`src/rtl/alu_arbiter_pkg.sv`:
```
// alu_arbiter_pkg: shared width default, ALU op codes and arbiter FSM states
package alu_arbiter_pkg;
    localparam int DW_DEF = 4;
    localparam logic [1:0] OP_ADD = 2'b00;
    localparam logic [1:0] OP_OR  = 2'b01;
    localparam logic [1:0] OP_AND = 2'b10;
    localparam logic [1:0] OP_INC = 2'b11;
    typedef enum logic [1:0] {
        ST_IDLE = 2'd0,
        ST_EXEC = 2'd1,
        ST_RESP = 2'd2
    } state_t;
endpackage

```
`src/rtl/alu_arbiter_rr_arb2.sv`:
```
// alu_arbiter_rr_arb2: two-way one-hot grant, round-robin on ties.
// ALU_ARB_FIXED_PRIO_EN: req0 always wins a tie and no last-grant input exists.
module alu_arbiter_rr_arb2 (
    input  logic       i_en,
`ifndef ALU_ARB_FIXED_PRIO_EN
    input  logic       i_last,
`endif
    input  logic [1:0] i_valid,
    output logic [1:0] o_grant
);
    always_comb begin
`ifdef ALU_ARB_FIXED_PRIO_EN
        o_grant = !i_en ? 2'b00 : i_valid[0] ? 2'b01 : {i_valid[1], 1'b0};
`else
        o_grant = !i_en ? 2'b00 : &i_valid ? (i_last ? 2'b01 : 2'b10) : i_valid;
`endif
    end
endmodule

```
`src/rtl/alu_arbiter.sv`:
```
// alu_arbiter: shares one external ALU between two valid/ready requesters.
// ALU_ARB_FIXED_PRIO_EN selects fixed priority to req0 instead of round-robin.
module alu_arbiter
    import alu_arbiter_pkg::*;
#(
    parameter int DW = DW_DEF
) (
    input  logic          clk,
    input  logic          rst,
    input  logic          req0_valid,
    output logic          req0_ready,
    input  logic [DW-1:0] req0_a,
    input  logic [DW-1:0] req0_b,
    input  logic [1:0]    req0_op,
    input  logic          req1_valid,
    output logic          req1_ready,
    input  logic [DW-1:0] req1_a,
    input  logic [DW-1:0] req1_b,
    input  logic [1:0]    req1_op,
    output logic          rsp0_valid,
    input  logic          rsp0_ready,
    output logic [DW-1:0] rsp0_sum,
    output logic          rsp0_cout,
    output logic          rsp1_valid,
    input  logic          rsp1_ready,
    output logic [DW-1:0] rsp1_sum,
    output logic          rsp1_cout,
    output logic [DW-1:0] alu_a,
    output logic [DW-1:0] alu_b,
    output logic [1:0]    alu_s,
    input  logic [DW-1:0] alu_sum,
    input  logic          alu_cout,
    output logic          busy
);
    state_t        r_state;
    logic          r_gsel;
    logic [DW-1:0] r_a, r_b, r_sum0, r_sum1;
    logic [1:0]    r_s;
    logic          r_cout0, r_cout1, r_rv0, r_rv1;
    logic [1:0]    w_grant;
    logic          w_cout, w_ack;
`ifndef ALU_ARB_FIXED_PRIO_EN
    logic          r_last;
`endif
    alu_arbiter_rr_arb2 u_arb (
        .i_en    (r_state == ST_IDLE),
`ifndef ALU_ARB_FIXED_PRIO_EN
        .i_last  (r_last),
`endif
        .i_valid ({req1_valid, req0_valid}),
        .o_grant (w_grant)
    );
    // the ALU reports its adder carry for every select; only ADD exposes it
    assign w_cout     = (r_s == OP_ADD) & alu_cout;
    assign w_ack      = r_gsel ? rsp1_ready : rsp0_ready;
    assign req0_ready = w_grant[0];
    assign req1_ready = w_grant[1];
    assign rsp0_valid = r_rv0;
    assign rsp1_valid = r_rv1;
    assign rsp0_sum   = r_sum0;
    assign rsp1_sum   = r_sum1;
    assign rsp0_cout  = r_cout0;
    assign rsp1_cout  = r_cout1;
    assign alu_a      = r_a;
    assign alu_b      = r_b;
    assign alu_s      = r_s;
    assign busy       = r_state != ST_IDLE;
    always_ff @(posedge clk) begin
        if (rst) begin
            r_state <= ST_IDLE;
            r_gsel  <= 1'b0;
            r_a     <= '0;
            r_b     <= '0;
            r_s     <= OP_ADD;
            r_sum0  <= '0;
            r_sum1  <= '0;
            r_cout0 <= 1'b0;
            r_cout1 <= 1'b0;
            r_rv0   <= 1'b0;
            r_rv1   <= 1'b0;
`ifndef ALU_ARB_FIXED_PRIO_EN
            r_last  <= 1'b1;
`endif
        end else begin
            case (r_state)
                ST_IDLE: if (|w_grant) begin
                    r_a     <= w_grant[1] ? req1_a  : req0_a;
                    r_b     <= w_grant[1] ? req1_b  : req0_b;
                    r_s     <= w_grant[1] ? req1_op : req0_op;
                    r_gsel  <= w_grant[1];
                    r_state <= ST_EXEC;
                end
                ST_EXEC: begin
                    if (r_gsel) begin
                        r_sum1  <= alu_sum;
                        r_cout1 <= w_cout;
                        r_rv1   <= 1'b1;
                    end else begin
                        r_sum0  <= alu_sum;
                        r_cout0 <= w_cout;
                        r_rv0   <= 1'b1;
                    end
`ifndef ALU_ARB_FIXED_PRIO_EN
                    r_last  <= r_gsel;
`endif
                    r_state <= ST_RESP;
                end
                ST_RESP: if (w_ack) begin
                    r_rv0   <= 1'b0;
                    r_rv1   <= 1'b0;
                    r_state <= ST_IDLE;
                end
                default: r_state <= ST_IDLE;
            endcase
        end
    end
endmodule

```
`config.mk`:
```
export PLATFORM = sky130hd
export DESIGN_NAME = alu_arbiter
export DESIGN_NICKNAME = d
export VERILOG_FILES = /design/src/rtl/alu_arbiter_pkg.sv /design/src/rtl/alu_arbiter_rr_arb2.sv /design/src/rtl/alu_arbiter.sv
export SDC_FILE = /design/constraint.sdc
export NUM_CORES = 1
export LEC_CHECK = 0
export BUFFER_PORTS_ARGS = -buffer_cell sky130_fd_sc_hd__buf_2
export CAP_MARGIN = 20
export CORE_ASPECT_RATIO = 0.9
export CORE_MARGIN = 10
export CORE_UTILIZATION = 47
export CTS_CLUSTER_SIZE = 14
export DETAILED_ROUTE_END_ITERATION = 7
export HOLD_SLACK_MARGIN = 0.05
export PLACE_DENSITY_LB_ADDON = 0.15
export SYNTH_ARGS = -nofsm -noshare
export SYNTH_HDL_FRONTEND = slang
export SYNTH_SLANG_ARGS = --single-unit
```
`constraint.sdc`:
```
create_clock -name clk -period 1.5 [get_ports clk]
set_clock_uncertainty 0.15 [all_clocks]
set_input_delay 0.075 -clock clk [delete_from_list [all_inputs] [get_ports clk]]
set_output_delay 0.075 -clock clk [all_outputs]
set_load 0.1 [all_outputs]
```
==> Word-level counts from Yosys, hierarchy flattened <==
Cells that the tools add are included.
{ "word_totals": {"regBits": 26, "out_inout_bits": 25, "word_cells": 47} }
{ "op_classes": {"n_eq_ne": 6, "muxes": 15, "bitwise_logic": 2, "reduce_logical": 12} }
{ "op_table": {"columns": ["cell", "count"], "rows": [
  ["two-way mux 2 bit", 6],
  ["AND reduction 2 bit", 5],
  ["two-way mux 4 bit", 2],
  ["inequality test 2 bit, second input constant", 4],
  ["case mux 2 bit (3 select lines)", 1],
  ["AND reduction 3 bit", 2],
  ["zero test 2 bit", 2],
  ["two-way mux 1 bit", 4],
  ["case mux 1 bit (2 select lines)", 2],
  ["nonzero test 2 bit", 2],
  ["equality test 2 x 1 -> 1 bit, second input constant", 1],
  ["equality test 2 bit, second input constant", 1],
  ["OR reduction 2 bit", 1],
  ["AND 1 bit", 1],
  ["NOT 1 bit", 1]
]} }

==> Logic depth before layout (Yosys ltp) <==
{ "logic_depth": {"depth_word": 6, "depth_mapped": 5} }

==> Hierarchy <==
A second synthesis with hierarchy kept.
{ "hier_totals": {"cells_unflattened": 114, "area_unflattened_um2": 1186.1} }
{ "modules_own_cells": {"columns": ["mod", "instances", "cells_each", "area_each_um2"], "rows": [
  ["alu_arbiter", 1, 109, 1164.9],
  ["alu_arbiter_rr_arb2", 1, 5, 21.3]
]} }

==> Worst setup path before layout <==
Ideal clock, no wire load.
{ "synth_timing": {"kind": "register to register", "start": "register r_state[0]", "end": "register r_gsel", "setup_ns": 0.060, "t_arrival_ns": 1.543, "t_required_ns": 1.290, "setup_slack_ns": -0.253, "stages_incl_launch_ff": 6, "period_less_slack_ns": 1.753, "cell_sequence": "dfxtp_1 buf_6 a211o_1 buf_6 nor2_4 o21ba_1"} }
{ "synth_via": {"elab_chain_len": 4} }
{ "synth_lines": {"columns": ["item", "line_no", "source"], "rows": [
  ["start, declared", "alu_arbiter.sv:35", "state_t r_state;"],
  ["start signal, assigned", "alu_arbiter.sv:70", "r_state <= ST_IDLE;"],
  ["start signal, assigned", "alu_arbiter.sv:91", "r_state <= ST_EXEC;"],
  ["start signal, assigned", "alu_arbiter.sv:106", "r_state <= ST_RESP;"],
  ["zero test 2 bit (*)", "alu_arbiter.sv:46", ".i_en (r_state == ST_IDLE),"],
  ["two-way mux 2 bit (*)", "alu_arbiter_rr_arb2.sv:15", "o_grant = !i_en ? 2'b00 : &i_valid ? (i_last ? 2'b01 : 2'b10) : i_valid;"],
  ["net req1_ready", "alu_arbiter.sv:16", "output logic req1_ready,"],
  ["OR reduction 2 bit", "alu_arbiter.sv:86", "ST_IDLE: if (|w_grant) begin"],
  ["AND reduction 2 bit (no line)", null, null],
  ["end signal, assigned", "alu_arbiter.sv:90", "r_gsel <= w_grant[1];"],
  ["end, declared", "alu_arbiter.sv:36", "logic r_gsel;"]
]} }
Mark *: on every way through the listed nets, which the timed path passes. The rest lies on a longest branch.
A chain may end at the register's enable or synchronous reset.

==> Worst setup path in the final report <==
{ "layout_timing": {"start": "register r_last", "end": "output port req1_ready"} }
{ "layout_via": {"elab_chain_len": 3} }
{ "layout_lines": {"columns": ["item", "line_no", "source"], "rows": [
  ["start, declared", "alu_arbiter.sv:43", "logic r_last;"],
  ["start signal, assigned", "alu_arbiter.sv:104", "r_last <= r_gsel;"],
  ["two-way mux 2 bit (3 in a row)", "alu_arbiter_rr_arb2.sv:15", null],
  ["end, declared", "alu_arbiter.sv:16", null]
]} }
Every way passes these cells.

==> results.cfg <==
[yosys]
synthTopCellsByCount = 26 x dfxtp_1, 14 x a21oi_1, 11 x mux2i_1
yosys.area.top_type = dfxtp_1
synth_flop_cell = dfxtp_1
ys_top_cells_by_area = dfxtp_1 40%, a311oi_2 9.2%, mux2i_1 8.4%
ys_warn_count = 0
ys_ff_latch = 26
async_reset_ff_share_pct = 0
synthMostInstantiatedCell = dfxtp_1
synth_edf_count = 0
netlist_area_um2 = 1306
synth_top_area_share_pct = 39.85
synthCells = 128
synth.distinct_cells = 31
synth_nets = 159
avgSynthCellArea_um2 = 10.21
synth_seq_area_share_pct = 39.85

[sta]
max-slew-margin-rel_pct = 62.93
hold_slack_ns = 0.05819
fin_crit_sh_pct = 104.6
rsz0062_at_grt = yes
clock.fmax_mhz = 637.5
slew_viol_final = 0
finalCriticalPeriod_ns = 1.569
fin_ws_ns = -0.06873
worstMarginPinSlew_ns = 0.5561
setup_viol = 2
final_hold_viol_count = 0
timing.setup.tns_ns = -0.08893

[clocking]
cts.reportedPaths.clkPinSlew_ns = 0.15
cts-htree-levels = 1
cts_tree = yes
clk_path_buf_depth = 2
cts_sinks = 26
root_buffer = clkbuf_4
holdBufCountCts = 28
clk_latency_ns = 0.34
cts_made_buffers = 3

[grt]
grt_pass1_wl_um = 7120
overflow = 0
grt_max_degree = 27
grt_usage_pct = 17.02
antenna_found_initial = 0
grt_pass1_vias = 1448

[place]
place_congestion = 0.7452
dp_hpwl_um = 2681
port_buffers = 55
place_ws_ns = -0.009921
dp.cells = 208

[detailed_routing]
drc_errors = 0
viasPerCell = 5.506
first_pass_iters = 4
vias = 1360
antenna_left = 0
drt_iter0_drc = 42
wl_per_cell_um = 17.10
wl_um = 4224

[min_path]
hold_path.class = in -> reg
worstHoldStart = req0_valid

[layout]
fin_nets = 249
insertedDiodeCount = 0
final_layout_size_suffix_gt1_share_pct = 53.46
multi_input_area_um2 = 719.4
instances_no_fill = 247
fill_cells = 194
area_growth_pct = 59.29
register_area_um2 = 540.5

[power_and_ir_drop]
p_sw_share_pct = 42.21
p_int_mw = 1.365
power.total_mw = 2.362
p_leak_nw = 0.9349
pwr-share-clk_pct = 20.8
p_per_area_nw_per_um2 = 1135
combPwrFrac_pct = 45.0
seq_power_share_pct = 34.2
peakVddDrop_mv = 0.6774
power_switching_mw = 0.9969

[critical_path]
start_kind = register
end_kind = output pin
critical_path.max_fanout = 2
critical_path_class = reg -> out
r2r_start = r_last
crit_start = r_last
cp_data_required_time_ns = 1.27
critical_path_arrival_ns = 1.34

[run]
drv_cap = 0

[die]
die_w_um = 75.57
die_area_um2 = 5291
ios = 56
die_height_um = 70.02
fp.coreArea_um2 = 2703
start_util_pct = 48.33
num_rows = 18

[run_status]
violations = negative setup slack
status = finished, violations left
## kinds of logic after synthesis
group	count (synthesis)	share of synthesized area, %
compound gates	41	26.15
simple gates	35	17.72
flops	26	39.85
buf+inv	15	7.855
mux	11	8.429
## worst paths after layout
check,cells past startpoint,slack [ns],end
max,3,-0.07,req1_ready
min,3,0.06,r_gsel
max reg2reg,4,0.02,alu_s[1]
min reg2reg,2,0.35,rsp0_valid
## what timing repair did
item / 4_1_cts / 5_1_grt
buffers inserted: 5 / 1
gates resized for setup: 11 / 4
endpoints found under the setup margin: 10 / 16
gates cloned: 1 / 0
pin swaps: 4 / 0
endpoints found under the hold margin: 24 / 1
## worst max-delay path: stages (launching register included)
cell,delay (ns)
dfxtp_2,0.36
a211o_4,0.35
nor2_4,0.12
buf_12,0.18
## flip-flops by register name, summed over array words and instances (netlist names), 2 cells and up
name	flops
alu_a	4
rsp0_sum	4
rsp1_sum	4
r_state	2
alu_s	2
alu_b	4
## stage by stage
stage          utilization (%)  cell area (um^2)
3_5_place_dp             60.83              1644
4_1_cts                  76.25              2061
5_1_grt                  76.99              2081
3_3_place_gp             60.83              1644
2_1_floorplan                -              1321
6_report                 76.99              2081
## cell type report
| class | count | area share [%] |
|---|---|---|
| sequential | 26 | 25.98 |
| tap | 30 | 1.804 |
| multi-input combinational | 88 | 34.58 |
| inverter | 2 | 0.4811 |
| clock buffer | 3 | 1.082 |
| timing repair buffer | 97 | 34.64 |
| clock inverter | 1 | 1.443 |
## placed cells by master, fill, tap and decap left out, types with 2 or more instances in the layout
cell type	netlist	final
a21oi_1	14	14
a311oi_2	8	9
buf_12	0	3
buf_2	4	52
buf_4	1	11
buf_6	5	2
clkbuf_4	0	3
dfxtp_1	26	10
dfxtp_2	0	16
dlygate4sd3_1	0	28
mux2i_1	11	11
nand3b_1	2	2
nand4_1	10	10
nor2_1	10	10
nor2_4	1	2
nor2b_1	2	2
o21ai_0	3	3
o21ai_2	8	8
or2_1	2	2
## power by group through the flow
| stage | registers [mW] | clock network [mW] | logic, mW |
|---|---|---|---|
| after global placement | 0.812 | 0 | 0.924 |
| after detailed placement | 0.815 | 0 | 0.937 |
| after global routing | 0.814 | 0.519 | 1.12 |
| final | 0.808 | 0.492 | 1.06 |
| after CTS | 0.804 | 0.501 | 1.05 |
| after floorplan | 1.19 | 0 | 0.386 |
## metal layers
layer	share of wire (%)	global-route usage, %	vias up
li1	-	-	658
met1	41	19.69	644
met2	52	28.90	52
met3	6.4	4.520	6
met4	1.4	5.773	0
met5	0	0	-
Power figures use the tool's default switching activity.
